==> src/rtl/muldiv_unit.sv <==
// -----------------------------------------------------------------------------
// muldiv_unit
// Iterative RV32M multiply/divide responder sitting behind the execute stage.
// Takes one request at a time, works on it radix-2 (one bit per cycle), and
// returns the result together with the request tag.
//
// Optional feature macro: RVM_MUL_EN
//   defined   : funct3 0xx runs MUL/MULH/MULHSU/MULHU through a shift-add
//               multiplier that shares the divider's 2*XLEN accumulator.
//   undefined : funct3 0xx is answered in one cycle with resp_err=1 and a zero
//               result; no multiplier logic is built.
//
// Ports
//   clk, rst             clock, synchronous active-high reset
//   req_valid/req_ready  request handshake (ready only in IDLE and not flushing)
//   req_func             RV funct3 (1xx divide/remainder, 0xx multiply)
//   req_a, req_b         rs1 / rs2 operands
//   req_tag              opaque tag, echoed on resp_tag
//   flush                abort the op in flight; no response is produced
//   resp_valid/ready     response handshake, result held until accepted
//   resp_result          result word
//   resp_tag             tag of the op
//   resp_err             unsupported funct3 (result forced to zero)
//
// state | meaning
// ------+--------------------------------------------------------------
// IDLE  | waiting for a request
// CALC  | iterating, one bit per cycle, cnt = 0..XLEN-1
// DONE  | result presented, waiting for resp_ready
// -----------------------------------------------------------------------------
module muldiv_unit #(
  parameter int XLEN  = 32,
  parameter int TAG_W = 5
) (
  input  logic             clk,
  input  logic             rst,
  input  logic             req_valid,
  output logic             req_ready,
  input  logic [2:0]       req_func,
  input  logic [XLEN-1:0]  req_a,
  input  logic [XLEN-1:0]  req_b,
  input  logic [TAG_W-1:0] req_tag,
  input  logic             flush,
  output logic             resp_valid,
  input  logic             resp_ready,
  output logic [XLEN-1:0]  resp_result,
  output logic [TAG_W-1:0] resp_tag,
  output logic             resp_err
);

  localparam int              CW       = $clog2(XLEN);
  localparam logic [CW-1:0]   CNT_LAST = CW'(XLEN - 1);
  localparam logic [XLEN-1:0] INT_MIN  = {1'b1, {(XLEN-1){1'b0}}};

  typedef enum logic [1:0] {
    IDLE = 2'd0,
    CALC = 2'd1,
    DONE = 2'd2
  } state_t;

  state_t state, state_nxt;

  logic [CW-1:0]     cnt;
  logic [2*XLEN-1:0] acc;
  logic [2*XLEN-1:0] acc_step;
  logic [XLEN-1:0]   opnd;
  logic              neg_q;
  logic              rem_q;
`ifdef RVM_MUL_EN
  logic              mul_q;
  logic              mul_hi_q;
`endif

  logic            accept;
  logic            sa, sb;
  logic            a_sgn, b_sgn, neg_req;
  logic            unsup, div_zero, div_ovf, short_op;
  logic [XLEN-1:0] a_mag, b_mag, short_res, fix_res;

  assign req_ready  = (state == IDLE) && !flush;
  assign resp_valid = (state == DONE);
  assign accept     = req_valid && req_ready;

  // ---------------------------------------------------------------------------
  // Request decode: operand signedness and sign of the final result.
  // ---------------------------------------------------------------------------
  assign sa = req_a[XLEN-1];
  assign sb = req_b[XLEN-1];

  always_comb begin
    a_sgn   = 1'b0;
    b_sgn   = 1'b0;
    neg_req = 1'b0;
    case (req_func)
      3'b100: begin a_sgn = 1'b1; b_sgn = 1'b1; neg_req = sa ^ sb; end
      3'b110: begin a_sgn = 1'b1; b_sgn = 1'b1; neg_req = sa;      end
`ifdef RVM_MUL_EN
      3'b001: begin a_sgn = 1'b1; b_sgn = 1'b1; neg_req = sa ^ sb; end
      3'b010: begin a_sgn = 1'b1;               neg_req = sa;      end
`endif
      default: ;
    endcase
  end

  // INT_MIN maps onto itself, which is exactly its magnitude read unsigned.
  assign a_mag = (a_sgn && sa) ? (~req_a + 1'b1) : req_a;
  assign b_mag = (b_sgn && sb) ? (~req_b + 1'b1) : req_b;

`ifdef RVM_MUL_EN
  assign unsup = 1'b0;
`else
  assign unsup = !req_func[2];
`endif

  assign div_zero = req_func[2] && (req_b == '0);
  assign div_ovf  = req_func[2] && !req_func[0] && (req_a == INT_MIN) && (req_b == '1);
  assign short_op = unsup || div_zero || div_ovf;

  always_comb begin
    short_res = '0;
    if (div_zero)
      short_res = req_func[1] ? req_a : '1;
    else if (div_ovf)
      short_res = req_func[1] ? '0 : INT_MIN;
  end

  // ---------------------------------------------------------------------------
  // One iteration step on the shared accumulator.
  // Divide: acc = {remainder, dividend/quotient}, restoring subtract.
  // Multiply: acc = {partial product, multiplier}, add-and-shift right.
  // ---------------------------------------------------------------------------
  logic [XLEN:0]     div_hi, div_diff;
  logic [2*XLEN-1:0] div_next;

  assign div_hi   = acc[2*XLEN-1:XLEN-1];
  assign div_diff = div_hi - {1'b0, opnd};
  assign div_next = div_diff[XLEN] ? {div_hi[XLEN-1:0],   acc[XLEN-2:0], 1'b0}
                                   : {div_diff[XLEN-1:0], acc[XLEN-2:0], 1'b1};

`ifdef RVM_MUL_EN
  logic [XLEN:0]     mul_sum;
  logic [2*XLEN-1:0] mul_next;
  logic [2*XLEN-1:0] prod_fix;

  assign mul_sum  = {1'b0, acc[2*XLEN-1:XLEN]} +
                    {1'b0, (acc[0] ? opnd : {XLEN{1'b0}})};
  assign mul_next = {mul_sum, acc[XLEN-1:1]};
  assign acc_step = mul_q ? mul_next : div_next;
  assign prod_fix = neg_q ? (~acc_step + 1'b1) : acc_step;
`else
  assign acc_step = div_next;
`endif

  // Sign fixup applied to the value produced by the final iteration.
  logic [XLEN-1:0] div_word;
  assign div_word = rem_q ? acc_step[2*XLEN-1:XLEN] : acc_step[XLEN-1:0];

  always_comb begin
    fix_res = neg_q ? (~div_word + 1'b1) : div_word;
`ifdef RVM_MUL_EN
    if (mul_q)
      fix_res = mul_hi_q ? prod_fix[2*XLEN-1:XLEN] : prod_fix[XLEN-1:0];
`endif
  end

  // ---------------------------------------------------------------------------
  // FSM
  // ---------------------------------------------------------------------------
  always_ff @(posedge clk) begin
    if (rst) state <= IDLE;
    else     state <= state_nxt;
  end

  always_comb begin
    state_nxt = state;
    case (state)
      IDLE: if (accept)           state_nxt = short_op ? DONE : CALC;
      CALC: if (cnt == CNT_LAST)  state_nxt = DONE;
      DONE: if (resp_ready)       state_nxt = IDLE;
      default:                    state_nxt = IDLE;
    endcase
    if (flush) state_nxt = IDLE;
  end

  // ---------------------------------------------------------------------------
  // Datapath
  // ---------------------------------------------------------------------------
  always_ff @(posedge clk) begin
    if (rst) begin
      cnt         <= '0;
      acc         <= '0;
      opnd        <= '0;
      neg_q       <= 1'b0;
      rem_q       <= 1'b0;
`ifdef RVM_MUL_EN
      mul_q       <= 1'b0;
      mul_hi_q    <= 1'b0;
`endif
      resp_result <= '0;
      resp_tag    <= '0;
      resp_err    <= 1'b0;
    end else begin
      case (state)
        IDLE: begin
          cnt <= '0;
          if (accept) begin
            resp_tag <= req_tag;
            resp_err <= unsup;
            neg_q    <= neg_req;
            rem_q    <= req_func[1];
`ifdef RVM_MUL_EN
            mul_q    <= !req_func[2];
            mul_hi_q <= (req_func[1:0] != 2'b00);
`endif
            if (short_op) begin
              resp_result <= short_res;
            end else begin
`ifdef RVM_MUL_EN
              if (!req_func[2]) begin
                acc  <= {{XLEN{1'b0}}, b_mag};
                opnd <= a_mag;
              end else
`endif
              begin
                acc  <= {{XLEN{1'b0}}, a_mag};
                opnd <= b_mag;
              end
            end
          end
        end
        CALC: begin
          acc <= acc_step;
          if (cnt == CNT_LAST || flush) begin
            cnt <= '0;
          end else begin
            cnt <= cnt + 1'b1;
          end
          if (cnt == CNT_LAST) resp_result <= fix_res;
        end
        default: cnt <= '0;
      endcase
    end
  end

endmodule
==> config.mk <==
export PLATFORM = sky130hd
export DESIGN_NAME = muldiv_unit
export DESIGN_NICKNAME = d
export VERILOG_FILES = /design/src/rtl/muldiv_unit.sv
export SDC_FILE = /design/constraint.sdc
export NUM_CORES = 1
export LEC_CHECK = 0
export ABC_AREA = 1
export CORE_MARGIN = 1.5
export CORE_UTILIZATION = 25
export CTS_CLUSTER_SIZE = 28
export DETAILED_ROUTE_END_ITERATION = 7
export PLACE_DENSITY_LB_ADDON = 0.25
export SLEW_MARGIN = 20
export SYNTH_ARGS = -nofsm -noshare
export SYNTH_HDL_FRONTEND = slang
export SYNTH_SLANG_ARGS = --single-unit
==> constraint.sdc <==
create_clock -name clk -period 4.5 [get_ports clk]
set_input_delay 0.9 -clock clk [delete_from_list [all_inputs] [get_ports clk]]
set_output_delay 0.9 -clock clk [all_outputs]
set_load 0.03 [all_outputs]
==> metrics.md <==
| Metric | Value |
|---|---|
| Initial core utilization | `25.3%` |
| Vias in the first global route | `12000` |
| Router iterations before antenna repair | `5` |
| CP Capture Type | `flip-flop` |
| EDFF count, synth | `0` |
| Count of max-cap constraint violations | `0` |
| WL met2 | `20600 um` |
| Max_slew headroom | `34.9%` |
| Nets | `2059` |
| PD cells | `303 nW/um^2` |
| Die Y | `217 um` |
| Total wire length | `46500 um` |
| Post-CTS setup buffer count | `0` |
| Required time of the critical path | `4.86 ns` |
| FILL cells | `5092` |
| Ports | `117` |
| WL met1 | `22200 um` |
| Area of the multi-input gates | `7470 um^2` |
| Vias after detailed routing | `12400` |
| Post-synthesis compound-gate area fraction | `17.3%` |
| Mean number of vias per cell | `4.86` |
| Register area | `2860 um^2` |
| Ys flop type | `dfxtp_1` |
| Latest clock arrival within the worst-skew pair | `0.45 ns` |
| Place WS | `0.199 ns` |
| Area grow syn2layout | `21.0%` |
| FF-to-FF End | `resp_result[10]` |
| Min-Delay Endpoint | `cnt[0]` |
| First-pass GRT wire length | `70800 um` |
| Synth Cell Area | `11500 um^2` |
| Main combinational cell family by area after synthesis | `simple AND/OR/NAND/NOR gates` |
| Syn nets | `1973` |
| Global Route Usage Sum | `19.8%` |
| Hold_sp | `cnt[0]` |
| CTS tree | `done` |
| Remaining DRCs | `0` |
| Non-filler instance count after layout | `2555` |
| Cells after Synth | `1857` |
| Setup tns final | `0 ns` |
| Leak Pwr | `5.94 nW` |
| Critical Path Fanout Max | `30` |
| Die footprint | `47100 um^2` |
| WL met3 | `2590 um` |
| Synth unique cells | `55` |
| Post-layout util | `30.6%` |
| Cts hold-fix bufs | `0` |
| Worst reg-to-reg path cell count | `27` |
| Count of final setup violators | `0` |
| Post-layout min period | `4.03 ns` |
| Pin count of the biggest net entering global routing | `72` |
| Worst setup path startpoint | `acc[31]` |
| Layout cells sized above 1 | `7.88%` |
| Final worst path period share | `89.6%` |
| F_max | `0.248 GHz` |
| Reg-to-reg startpoint | `acc[31]` |
| Initial antenna violation count | `0` |
| CTS sink count | `143` |
| Worst setup margin | `0.469 ns` |
| Sequential area share after synthesis | `25.0%` |
| XOR/XNOR Fraction of Synth Area | `6.27%` |
| Total global routing overflow | `0` |
| Post-synth ARST share | `0%` |
| Slew Limit Fails | `0` |
| H-tree depth | `4` |
| CTS Buf Count | `17` |
| WP data arrival | `4.39 ns` |
| Root buffer cell | `clkbuf_16` |
| Row cnt | `78` |
| I/O Buffers | `116` |
| Worst Hold Path Cells | `1` |
| Ant. Diodes | `0` |
| Placed Instances | `2524` |
| Resized Gates After CTS | `0` |
| Simple-gate share of the synthesized area | `37.3%` |
| Die width | `217 um` |
| Synth Register Bits | `143` |
| Core Area | `45300 um^2` |
| Mux cell area share after synthesis | `0%` |
| Most frequent cells in the layout | `nand2_1, nor2_1, inv_1` |
| Final estimated routing congestion in global placement | `0.920` |
| Flop-to-flop setup slack | `0.47 ns` |
| Final Skew | `0.0162 ns` |
| Max Root-Sink Buffers | `2` |
| Final instance area | `13900 um^2` |
| Peak supply drop | `0.271 mV` |
| Remaining antenna violation count | `0` |
| Final hold violation count | `0` |
| Clock slew at reported path FFs | `0.07 ns` |
| DP Wirelength | `36600 um` |
| Area after DPL | `13200 um^2` |
| Adder-Cell Fraction of Synth Area | `4.33%` |
| Highest metal used | `met4` |
| Mean post-synth cell area | `6.17 um^2` |
| Hold/Removal Path Class | `reg2reg` |
| Ys Warns | `0` |
| Slew at the pin with the worst max-slew slack | `0.977 ns` |
| Per-cell routed wire length | `18.2 um` |
| WS Path Type | `reg2reg` |
| Commonest non-fill, non-tap cell in the layout | `nand2_1` |
| RSZ-0062 raised after global routing | `no` |
| Iter 0 DRT Violations | `1247` |
| Critical path startpoint category | `flip-flop` |
| Status | `finished, final reports clean` |
==> kinds of logic (layout without fill, tap and decap cells) <==
logic type	Yosys count	in the layout
DFF	143	143
buffers and inverters	284	382
xor gates and xnor gates	82	82
and+or+nand+nor	962	962
AOI/OAI and AO/OA	347	347
adders and majority gates	39	39
==> final cells by class <==
type                    count  area share [%]
inverters                 212            5.75
clock buffers              21            3.39
repair buffers            139            9.77
well taps                 600            5.42
flip-flops and latches    143            20.7
multi-input cells        1430            53.9
clock inverters            10            1.16
==> stage by stage <==
stage	hold WS (ns)	power, mW
4_1_cts	0.453	4.21
3_3_place_gp	0.432	2.64
2_1_floorplan	0.418	2.23
5_1_grt	0.476	4.41
6_report	0.450	4.20
3_5_place_dp	0.444	2.64
==> registers in the layout, summed over array words and instances (netlist names) <==
| register | cells |
|---|---|
| acc | 64 |
| opnd | 32 |
| resp_tag | 5 |
| neg_q | 1 |
| state | 2 |
| cnt | 5 |
| resp_err | 1 |
| rem_q | 1 |
| resp_result | 32 |
==> cells in the mapped netlist, drive strengths merged, types with 9 or more instances <==
cell type  count  area (um^2)
nand2        489         1980
nor2         223          877
inv          206          773
nand3        163          878
dfxtp        143         2860
a21oi        141          736
o21ai        132          683
xor2          58          508
clkbuf        51          191
ha            38          475
nor3          24          125
xnor2         24          210
a211oi        22          165
buf           21          143
nand4         20          125
o211ai        19          148
or2           18          113
nand3b        11         82.6
a31oi          9         56.3
==> where the power goes <==
group / leakage (nW) / internal [mW] / total (mW) / switching (mW)
clock network: 0.309 / 0.968 / 1.58 / 0.614
registers: 1.16 / 1.32 / 1.37 / 0.0437
logic: 4.46 / 0.419 / 1.26 / 0.838
total: 5.94 / 2.71 / 4.20 / 1.50
==> per-layer routing <==
layer,track usage (%),up-vias
li1,-,6225
met1,27.6,5757
met2,31.1,377
met3,3.34,52
met4,5.86,0
met5,0,-
==> worst max-delay path by stage <==
stage / endpoint / slack [ns] / depth (start not counted)
final: resp_result[10] / 0.47 / 27
after global routing: resp_result[12] / 0.22 / 28
after CTS: resp_result[10] / 0.52 / 27
after detailed placement: acc[7] / 0.20 / 15
after global placement: acc[28] / 0.18 / 18
after floorplan: acc[15] / 1.28 / 9
==> worst max-delay path, cell delays in order, from the launching register on <==
cell,delay (ns)
dfxtp_1,0.33
inv_1,0.10
ha_1,0.20
inv_1,0.10
fa_1,0.40
nand2_1,0.08
nand2_1,0.08
nand3_1,0.11
nand2_2,0.09
nand2_1,0.08
nand2_2,0.08
nand2_2,0.16
nand3_4,0.17
nand2_8,0.25
nand2_1,0.11
nand3_1,0.15
nand2_1,0.14
ha_1,0.25
nand3_1,0.15
inv_2,0.09
nand3_2,0.10
nand2_4,0.09
xnor2_1,0.25
nand2_1,0.10
nand2_1,0.11
nand2_1,0.06
nand2_1,0.06
inv_1,0.03
Note: power is estimated with default switching activity, not from simulation.
